==> src/rtl/monpro_row_seq.sv <==
// -----------------------------------------------------------------------------
// monpro_row_seq
//
// Row sequencer for the word-serial Montgomery product datapath. For a single
// multiplier word a it walks j = 0 .. NUM_WORDS-1 and performs
//
//     {C, t[j]} := a * b[j] + t[j] + C
//
// using an external pipelined mul_add unit, then stores the final carry in
// t[NUM_WORDS]. b and t live in external synchronous-read memories (data is
// valid the cycle after the read strobe).
//
// Per word the sequence is RD, LD, EX x MAC_LATENCY, WB (3 + MAC_LATENCY
// cycles). The mul_add operands come straight from registers and hold still
// from the first EX cycle through WB, because the unit samples x*y and
// z + last_c on different edges of its pipeline.
//
// Optional feature (macro MONPRO_CLEAR_EN):
//   Adds input `clear`, latched together with `start`, and output `b_rd_en`.
//   With clear latched high, t is never read (rd_en stays low, only b_rd_en
//   strobes) and the t operand is forced to zero, so the row computes
//   t := a * b. Without the macro there is no clear port and mac_z is always
//   the value read from t[j].
//
// Parameters:
//   NUM_WORDS    words per operand (NUM_WORDS <= 2**ADDR_W - 1)
//   ADDR_W       memory address width
//   MAC_LATENCY  edges from operand presentation to a valid mul_add result
//                (>= 2)
//   DATA_WIDTH   word width, fixed at 64
//
// Ports:
//   clk, rst            clock; synchronous active-high reset
//   start, a_word       row request (sampled in IDLE only) and multiplier word
//   busy, done          row in progress; one-cycle completion pulse
//   rd_en               read strobe for b and t
//   b_rd_addr/t_rd_addr read addresses (j during RD, 0 otherwise)
//   b_rd_data/t_rd_data read data, valid the cycle after rd_en
//   t_we/t_wr_addr/t_wr_data  write port of t
//   mac_x/y/z/last_c    mul_add operands a, b[j], t[j], C
//   mac_s, mac_c        mul_add low / high result
//   clear, b_rd_en      only with MONPRO_CLEAR_EN (see above)
// -----------------------------------------------------------------------------
module monpro_row_seq #(
   parameter  int NUM_WORDS   = 16,
   parameter  int ADDR_W      = 5,
   parameter  int MAC_LATENCY = 3,
   localparam int DATA_WIDTH  = 64
) (
   input  logic                  clk,
   input  logic                  rst,
   input  logic                  start,
   input  logic [DATA_WIDTH-1:0] a_word,
`ifdef MONPRO_CLEAR_EN
   input  logic                  clear,
   output logic                  b_rd_en,
`endif
   output logic                  busy,
   output logic                  done,
   output logic [ADDR_W-1:0]     b_rd_addr,
   output logic [ADDR_W-1:0]     t_rd_addr,
   output logic                  rd_en,
   input  logic [DATA_WIDTH-1:0] b_rd_data,
   input  logic [DATA_WIDTH-1:0] t_rd_data,
   output logic                  t_we,
   output logic [ADDR_W-1:0]     t_wr_addr,
   output logic [DATA_WIDTH-1:0] t_wr_data,
   output logic [DATA_WIDTH-1:0] mac_x,
   output logic [DATA_WIDTH-1:0] mac_y,
   output logic [DATA_WIDTH-1:0] mac_z,
   output logic [DATA_WIDTH-1:0] mac_last_c,
   input  logic [DATA_WIDTH-1:0] mac_s,
   input  logic [DATA_WIDTH-1:0] mac_c
);

   // ---------------------------------------------------------------------------
   // Elaboration-time parameter sanity
   // ---------------------------------------------------------------------------
   if (MAC_LATENCY < 2) begin : g_bad_latency
      $error("monpro_row_seq: MAC_LATENCY must be at least 2");
   end
   if (NUM_WORDS > (1 << ADDR_W) - 1) begin : g_bad_addr_w
      $error("monpro_row_seq: NUM_WORDS must fit below 2**ADDR_W");
   end

   // EX counter only has to reach MAC_LATENCY-1.
   localparam int CNT_W = (MAC_LATENCY > 2) ? $clog2(MAC_LATENCY) : 1;

   localparam logic [ADDR_W-1:0] LAST_J   = ADDR_W'(NUM_WORDS - 1);
   localparam logic [ADDR_W-1:0] CARRY_AD = ADDR_W'(NUM_WORDS);
   localparam logic [CNT_W-1:0]  EX_LAST  = CNT_W'(MAC_LATENCY - 1);

   typedef enum logic [2:0] {
      S_IDLE = 3'd0,
      S_RD   = 3'd1,
      S_LD   = 3'd2,
      S_EX   = 3'd3,
      S_WB   = 3'd4,
      S_FIN  = 3'd5
   } state_t;

   state_t state, state_next;

   // ---------------------------------------------------------------------------
   // Datapath registers
   // ---------------------------------------------------------------------------
   logic [DATA_WIDTH-1:0] a_reg;      // multiplier word for this row
   logic [DATA_WIDTH-1:0] b_op;       // b[j] captured in LD
   logic [DATA_WIDTH-1:0] t_op;       // t[j] captured in LD
   logic [DATA_WIDTH-1:0] carry_reg;  // running carry C
   logic [ADDR_W-1:0]     j_reg;      // current word index
   logic [CNT_W-1:0]      ex_cnt;     // cycles spent in EX for this word
`ifdef MONPRO_CLEAR_EN
   logic                  clear_reg;  // row runs with t treated as zero
`endif

   // ---------------------------------------------------------------------------
   // State register
   // ---------------------------------------------------------------------------
   // NOTE: every clocked register is assigned with <= so that all flops sample
   // pre-edge values; blocking assignments here would create order-dependent
   // simulation and can mismatch the synthesized netlist.
   always_ff @(posedge clk) begin
      if (rst) begin
         state <= S_IDLE;
      end else begin
         state <= state_next;
      end
   end

   // ---------------------------------------------------------------------------
   // Next-state and output decode
   // ---------------------------------------------------------------------------
   // NOTE: every signal driven here gets a default before the case statement,
   // so no path leaves a value unassigned and no latch is inferred.
   always_comb begin
      state_next = state;
      busy       = 1'b1;
      done       = 1'b0;
      rd_en      = 1'b0;
      b_rd_addr  = '0;
      t_rd_addr  = '0;
      t_we       = 1'b0;
      t_wr_addr  = '0;
      t_wr_data  = '0;
`ifdef MONPRO_CLEAR_EN
      b_rd_en    = 1'b0;
`endif

      unique case (state)
         S_IDLE: begin
            busy = 1'b0;
            if (start) begin
               state_next = S_RD;
            end
         end

         S_RD: begin
            b_rd_addr = j_reg;
`ifdef MONPRO_CLEAR_EN
            // b is always fetched; t only when the row accumulates into it.
            b_rd_en   = 1'b1;
            rd_en     = ~clear_reg;
            t_rd_addr = clear_reg ? '0 : j_reg;
`else
            rd_en     = 1'b1;
            t_rd_addr = j_reg;
`endif
            state_next = S_LD;
         end

         S_LD: begin
            state_next = S_EX;
         end

         S_EX: begin
            if (ex_cnt == EX_LAST) begin
               state_next = S_WB;
            end
         end

         S_WB: begin
            // mac_s is valid exactly in this cycle; it is forwarded, not stored.
            t_we       = 1'b1;
            t_wr_addr  = j_reg;
            t_wr_data  = mac_s;
            state_next = (j_reg == LAST_J) ? S_FIN : S_RD;
         end

         S_FIN: begin
            t_we       = 1'b1;
            t_wr_addr  = CARRY_AD;
            t_wr_data  = carry_reg;
            done       = 1'b1;
            state_next = S_IDLE;
         end

         default: begin
            busy       = 1'b0;
            state_next = S_IDLE;
         end
      endcase
   end

   // ---------------------------------------------------------------------------
   // Datapath register updates
   // ---------------------------------------------------------------------------
   always_ff @(posedge clk) begin
      if (rst) begin
         a_reg     <= '0;
         b_op      <= '0;
         t_op      <= '0;
         carry_reg <= '0;
         j_reg     <= '0;
         ex_cnt    <= '0;
`ifdef MONPRO_CLEAR_EN
         clear_reg <= 1'b0;
`endif
      end else begin
         unique case (state)
            S_IDLE: begin
               if (start) begin
                  a_reg     <= a_word;
                  carry_reg <= '0;
                  j_reg     <= '0;
`ifdef MONPRO_CLEAR_EN
                  clear_reg <= clear;
`endif
               end
            end

            S_LD: begin
               b_op   <= b_rd_data;
`ifdef MONPRO_CLEAR_EN
               t_op   <= clear_reg ? '0 : t_rd_data;
`else
               t_op   <= t_rd_data;
`endif
               ex_cnt <= '0;
            end

            S_EX: begin
               ex_cnt <= ex_cnt + CNT_W'(1);
            end

            S_WB: begin
               // The carry changes only after the result has been consumed,
               // so last_c stays put for the whole EX..WB window.
               carry_reg <= mac_c;
               j_reg     <= j_reg + ADDR_W'(1);
            end

            default: begin
            end
         endcase
      end
   end

   // ---------------------------------------------------------------------------
   // mul_add operands: registers only, never decoded from state, so they are
   // glitch-free and constant while the unit's pipeline is consuming them.
   // ---------------------------------------------------------------------------
   assign mac_x      = a_reg;
   assign mac_y      = b_op;
   assign mac_z      = t_op;
   assign mac_last_c = carry_reg;

endmodule

==> config.mk <==
export PLATFORM = sky130hd
export DESIGN_NAME = monpro_row_seq
export DESIGN_NICKNAME = d
export VERILOG_FILES = /design/src/rtl/monpro_row_seq.sv
export SDC_FILE = /design/constraint.sdc
export NUM_CORES = 1
export LEC_CHECK = 0
export CORE_AREA = 2 2 261 263
export DETAILED_ROUTE_END_ITERATION = 12
export DIE_AREA = 0 0 263 265
export SLEW_MARGIN = 5
export SYNTH_ARGS = -nofsm -noshare
export SYNTH_HDL_FRONTEND = slang
export SYNTH_SLANG_ARGS = --single-unit
==> constraint.sdc <==
create_clock -name clk -period 1.8 [get_ports clk]
set_input_delay 0.54 -clock clk [delete_from_list [all_inputs] [get_ports clk]]
set_output_delay 0.54 -clock clk [all_outputs]
set_load 0.03 [all_outputs]
# Yosys cells after proc, flatten, opt, wreduce, memory -nomap -nowiden
# Index checks and enable logic that the tools add are counted.
[op_classes] order_cmp=0 mul=0 n_div=0 bitwise_logic=0 n_eq_ne=9 reduce_logical=8 add_sub_neg=2 muxes=16 shift=0
[op_table] operator="case mux 64 bit (2 select lines)" count=2
[op_table] operator="two-way mux 64 bit" count=1
[op_table] operator="case mux 5 bit (2 select lines)" count=2
[op_table] operator="case mux 3 bit (5 select lines)" count=1
[op_table] operator="two-way mux 5 bit" count=2
[op_table] operator="two-way mux 3 bit" count=3
[op_table] operator="equality test 3 x 2 -> 1 bit, second input constant" count=2
[op_table] operator="equality test 3 bit, second input constant" count=2
[op_table] operator="AND reduction 2 bit" count=3
[op_table] operator="adder 5 x 1 -> 5 bit, second input constant" count=1
[op_table] operator="equality test 5 x 4 -> 1 bit, second input constant" count=1
[op_table] operator="OR reduction 5 bit" count=1
[op_table] operator="two-way mux 1 bit" count=4
[op_table] operator="!= test 2 bit, second input constant" count=2
[op_table] operator="case mux 2 bit (2 select lines)" count=1
[op_table] operator="nonzero test 2 bit" count=2
[op_table] operator="equality test 3 x 1 -> 1 bit, second input constant" count=1
[op_table] operator="logical NOT 3 bit" count=1
[op_table] operator="adder 2 x 1 -> 2 bit, second input constant" count=1
[op_table] operator="equality test 2 bit, second input constant" count=1
[op_table] operator="OR reduction 2 bit" count=1
[word_totals] input_bits=323 latchBits=0 ramBits=0 output_inout_bits=339 mem_bits_ro=0 word_cells=42 reg_bits=266 n_memories=0

# Logic depth before layout (Yosys ltp)
[depth] word_depth=3 ltp_mapped=7 ltp_nobuf=5

# Worst setup path before layout
# Ideal clock, no wire load.
[synth_timing] path_type="register to output" start="register state[0]" end="output port rd_en" path_stages_with_launch=5 n_path_buf=2 arrival_time_ns=1.494 setup_slack_ns=-0.234 t_required_ns=1.260 path_cell_list="dfxtp_1 -> buf_6 -> clkbuf_1 -> inv_1 -> nor3_1"
[synth_between] elab_chain_cells=2
[synth_rtl] item="start, declared" line="102" rtl="state_t state, state_next;"
[synth_rtl] item="start signal, assigned" line="127" rtl="state <= state_next;"
[synth_rtl] item="equality test 3 x 1 -> 1 bit" line="150" rtl="unique case (state)"
[synth_rtl] item="two-way mux 1 bit" line="150"
[synth_rtl] item="end, declared" line="62" rtl="output logic rd_en,"
# Every way passes these cells.

# Final worst setup path
[layout_timing] start="register state[0]" end="output port t_wr_data[38]"
[layout_between] elab_chain_cells=2 elab_cells_between_ends=3 cone_classes="eq/ne: 2; mux: 1"
[layout_rtl] item="equality test 3 bit" line="150"
[layout_rtl] item="case mux 64 bit (2 select lines) (*)" line="150"
[layout_rtl] item="end, declared" line="67" rtl="output logic [DATA_WIDTH-1:0] t_wr_data,"
# Mark *: on every way between the ends. The rest lies on a longest branch, timed or not.

==> flow_metrics.py <==
metrics = {
    "yosys": {
        "main_combinational_cell_family_by_area_after_synthesis": "simple AND/OR/NAND/NOR gates",
        "post_synth_xor_area_fraction_pct": 0,
        "synth_adder_area_share_pct": 0.370,
        "yosysSeqAreaShare_pct": 52.4,
        "netlist_top_cells_area": "sky130_fd_sc_hd__dfxtp_1, sky130_fd_sc_hd__nand2_1, sky130_fd_sc_hd__a21oi_1",
        "synth_enable_flop_cells": 0,
        "synth_area_um2": 10200,
        "syn_area_per_cell_um2": 8.42,
        "synthArstFlopShare_pct": 0,
        "netlist_instances": 1207,
        "postSynthNetCount": 1533,
        "number_of_distinct_library_cell_variants_in_the_gate_level_netlist_after_synthesis": 32,
        "post_synth_and_or_nand_nor_area_fraction_pct": 19.2,
        "post_synth_mux_area_share_pct": 6.31,
        "postSynthRegisterBits": 266,
        "synth.yosys.warnings": 0,
        "synth_largest_area_cell": "sky130_fd_sc_hd__dfxtp_1",
        "ys_dominant_reg_cell": "sky130_fd_sc_hd__dfxtp_1",
        "synth-compound-area-share_pct": 16.0,
        "synthDominantCellAreaShare_pct": 52.4,
    },
    "clock_network": {
        "cts_tree": "yes",
        "cts_inserted_buffers": 34,
        "clk_transition_reported_paths_ns": 0.06,
        "clockRootBuffer": "sky130_fd_sc_hd__clkbuf_16",
        "cts.sinks": 266,
        "cts_hold_buffers": 0,
        "clkLatencyLatePin_ns": 0.53,
        "clock_path_buffers": 3,
        "ctsHtreeMaxLevel": 2,
    },
    "routing": {
        "drt-vias-per-instance": 3.99,
        "first_pass_iters": 7,
        "number_of_drc_violations_after_detailed_routing": 0,
        "detail-route-antenna-nets": 0,
        "num_vias": 11086,
        "drt_iter0_markers": 584,
        "totalWireLength_mm": 50.4,
        "drt-wirelength-per-cell_um": 18.1,
    },
    "sta": {
        "grt_setup_unrepaired": "true",
        "final_worst_path_period_share_pct": 128,
        "number_of_setup_violations_in_the_final_report": 84,
        "worstMarginPinSlew_ns": 0.441,
        "finClkSkew_ns": 0.0183,
        "holdWs_ns": 0.380,
        "fin_crit_ns": 2.30,
        "fmax_ghz": 0.435,
        "max_slew_violation_count": 0,
        "timing.final.ws_setup_ns": -0.501,
        "max_slew_margin_pct": 70.6,
        "hold_viol": 0,
    },
    "min_path": {
        "hp-class": "in -> reg",
    },
    "global_route": {
        "overall_global_routing_resource_usage_pct": 13.5,
        "grt_start_max_net_pins": 82,
        "antenna_found_initial": 1,
        "grt_first_pass_wirelength_mm": 71.7,
        "first_global_vias": 11204,
        "grt_overflow": 0,
    },
    "setup_path": {
        "crit_path_top_delay_cell": "sky130_fd_sc_hd__dfxtp_4",
        "critical-path-max-stage-delay_ns": 0.36,
        "kind_of_launch_point_of_the_worst_setup_path": "flop",
        "timing.critical_path.mode_cell": "sky130_fd_sc_hd__buf_12",
        "cell_by_cell_listing_of_the_critical_path": "buf_12 > clkbuf_16 > mux2i_4 > nor2_2 > buf_12",
        "cp_data_arrival_time_ns": 1.76,
        "timing.critical_path.to_type": "output pin",
        "cp_data_required_time_ns": 1.26,
        "critical_path_class": "reg -> out",
        "worstPathMaxFanout": 10,
    },
    "place": {
        "dp_hpwl_mm": 39.2,
        "gp_congestion": 0.829,
        "io_buffers": 661,
    },
    "pwr": {
        "power_leakage_nw": 7.59,
        "pwr_density_cell_nw_per_um2": 805,
        "ir_drop_mv": 0.537,
    },
    "die": {
        "std_cell_rows": 95,
        "chipWidth_um": 263,
        "core_area_um2": 66800,
        "start_util_pct": 15.2,
        "top_level_ports": 662,
        "fp.dieArea_um2": 69700,
        "chipHeight_um": 265,
    },
    "final_layout": {
        "syn2layout_area_growth_pct": 105,
        "layout_common_cells": "sky130_fd_sc_hd__nand2_1, sky130_fd_sc_hd__clkdlybuf4s50_1, sky130_fd_sc_hd__dfxtp_1",
        "drive_gt1_share_pct": 31.7,
        "mostFrequentLayoutCell": "sky130_fd_sc_hd__nand2_1",
        "n_fill_cell": 6814,
        "final_core_utilization_pct": 31.1,
        "nets": 2206,
    },
    "run_status": {
        "run_status": "finished, violations left",
        "violations": "setup timing",
    },
    "run": {
        "max_cap_violations": 0,
    },
}
[kinds of logic after synthesis]
family	after synthesis
AO/OA/AOI/OAI	273
adder cells (fa/ha/maj)	3
buffers and inverters	110
flip-flops	266
multiplexers	64
AND/OR/NAND/NOR	491
[worst paths after layout]
kind                  start             to  depth (start not counted)  slack (ns)
setup / recovery   state[0]  t_wr_data[38]                          5       -0.50
hold / removal          rst      ex_cnt[1]                          2        0.38
setup reg to reg   state[2]      mac_z[32]                          7       -0.02
hold reg to reg   mac_y[16]      mac_y[16]                          2        0.45
[per-stage QoR]
step	cell area, um^2	cells	setup TNS, ns	power [W]	setup WS [ns]
final	20800	2775	-36.78	0.0167	-0.501
after floorplan	10300	1207	-8.96	0.00797	-0.211
after global routing	20800	2774	-46.80	0.0174	-0.564
after detailed placement	18900	2707	-61.13	0.00980	-0.452
after global placement	18900	2707	-57.27	0.00975	-0.446
after CTS	20500	2767	-41.11	0.0168	-0.536
[report_power, final]
group          internal [W]  switching (W)
Combinational       0.00171        0.00182
Sequential          0.00618       0.000160
Clock               0.00423        0.00263
[layout make-up]
class | instances | area [um^2] | area share, %
repair inverters | 1 | 5.00 | 0.0241
multi-input cells | 831 | 4940 | 23.7
well taps | 873 | 1090 | 5.25
diodes | 1 | 2.50 | 0.0120
flip-flops and latches | 266 | 5340 | 25.7
repair buffers | 740 | 8260 | 39.8
clock inverters | 9 | 133 | 0.638
inverters | 6 | 30.0 | 0.144
clock buffers | 48 | 985 | 4.74
[Yosys cell counts (3+ instances only)]
cell                         n
sky130_fd_sc_hd__a21oi_1   200
sky130_fd_sc_hd__a22o_1     66
sky130_fd_sc_hd__and3_1     10
sky130_fd_sc_hd__buf_1       4
sky130_fd_sc_hd__buf_2      53
sky130_fd_sc_hd__buf_4      14
sky130_fd_sc_hd__buf_6       7
sky130_fd_sc_hd__clkbuf_1   26
sky130_fd_sc_hd__dfxtp_1   266
sky130_fd_sc_hd__ha_1        3
sky130_fd_sc_hd__inv_1       6
sky130_fd_sc_hd__mux2i_1    64
sky130_fd_sc_hd__nand2_1   385
sky130_fd_sc_hd__nand3_1     3
sky130_fd_sc_hd__nor2_1     73
sky130_fd_sc_hd__nor3_1      3
sky130_fd_sc_hd__o21ai_0     4
[timing repair]
item / 4_1_cts / 5_1_grt
resized for setup: 848 / 125
buffers inserted: 3 / 2
cloned: 1 / 5
setup endpoints to repair: 367 / 238
pin swaps: 12 / 9
[worst max-delay path: cells and delay by family (launching register included)]
family | cells | cell delay, ns
flops | 1 | 0.36
buf+inv | 3 | 0.51
simple gates | 1 | 0.08
mux | 1 | 0.27
[layer usage]
layer	vias up	part of all wire (%)	GRT usage, %
met3	64	8.1	4.53
met1	5205	37	14.5
li1	5365	-	-
met4	0	1.8	3.10
met2	452	53	25.3
met5	-	0	0
(Power assumes the default switching activity.)
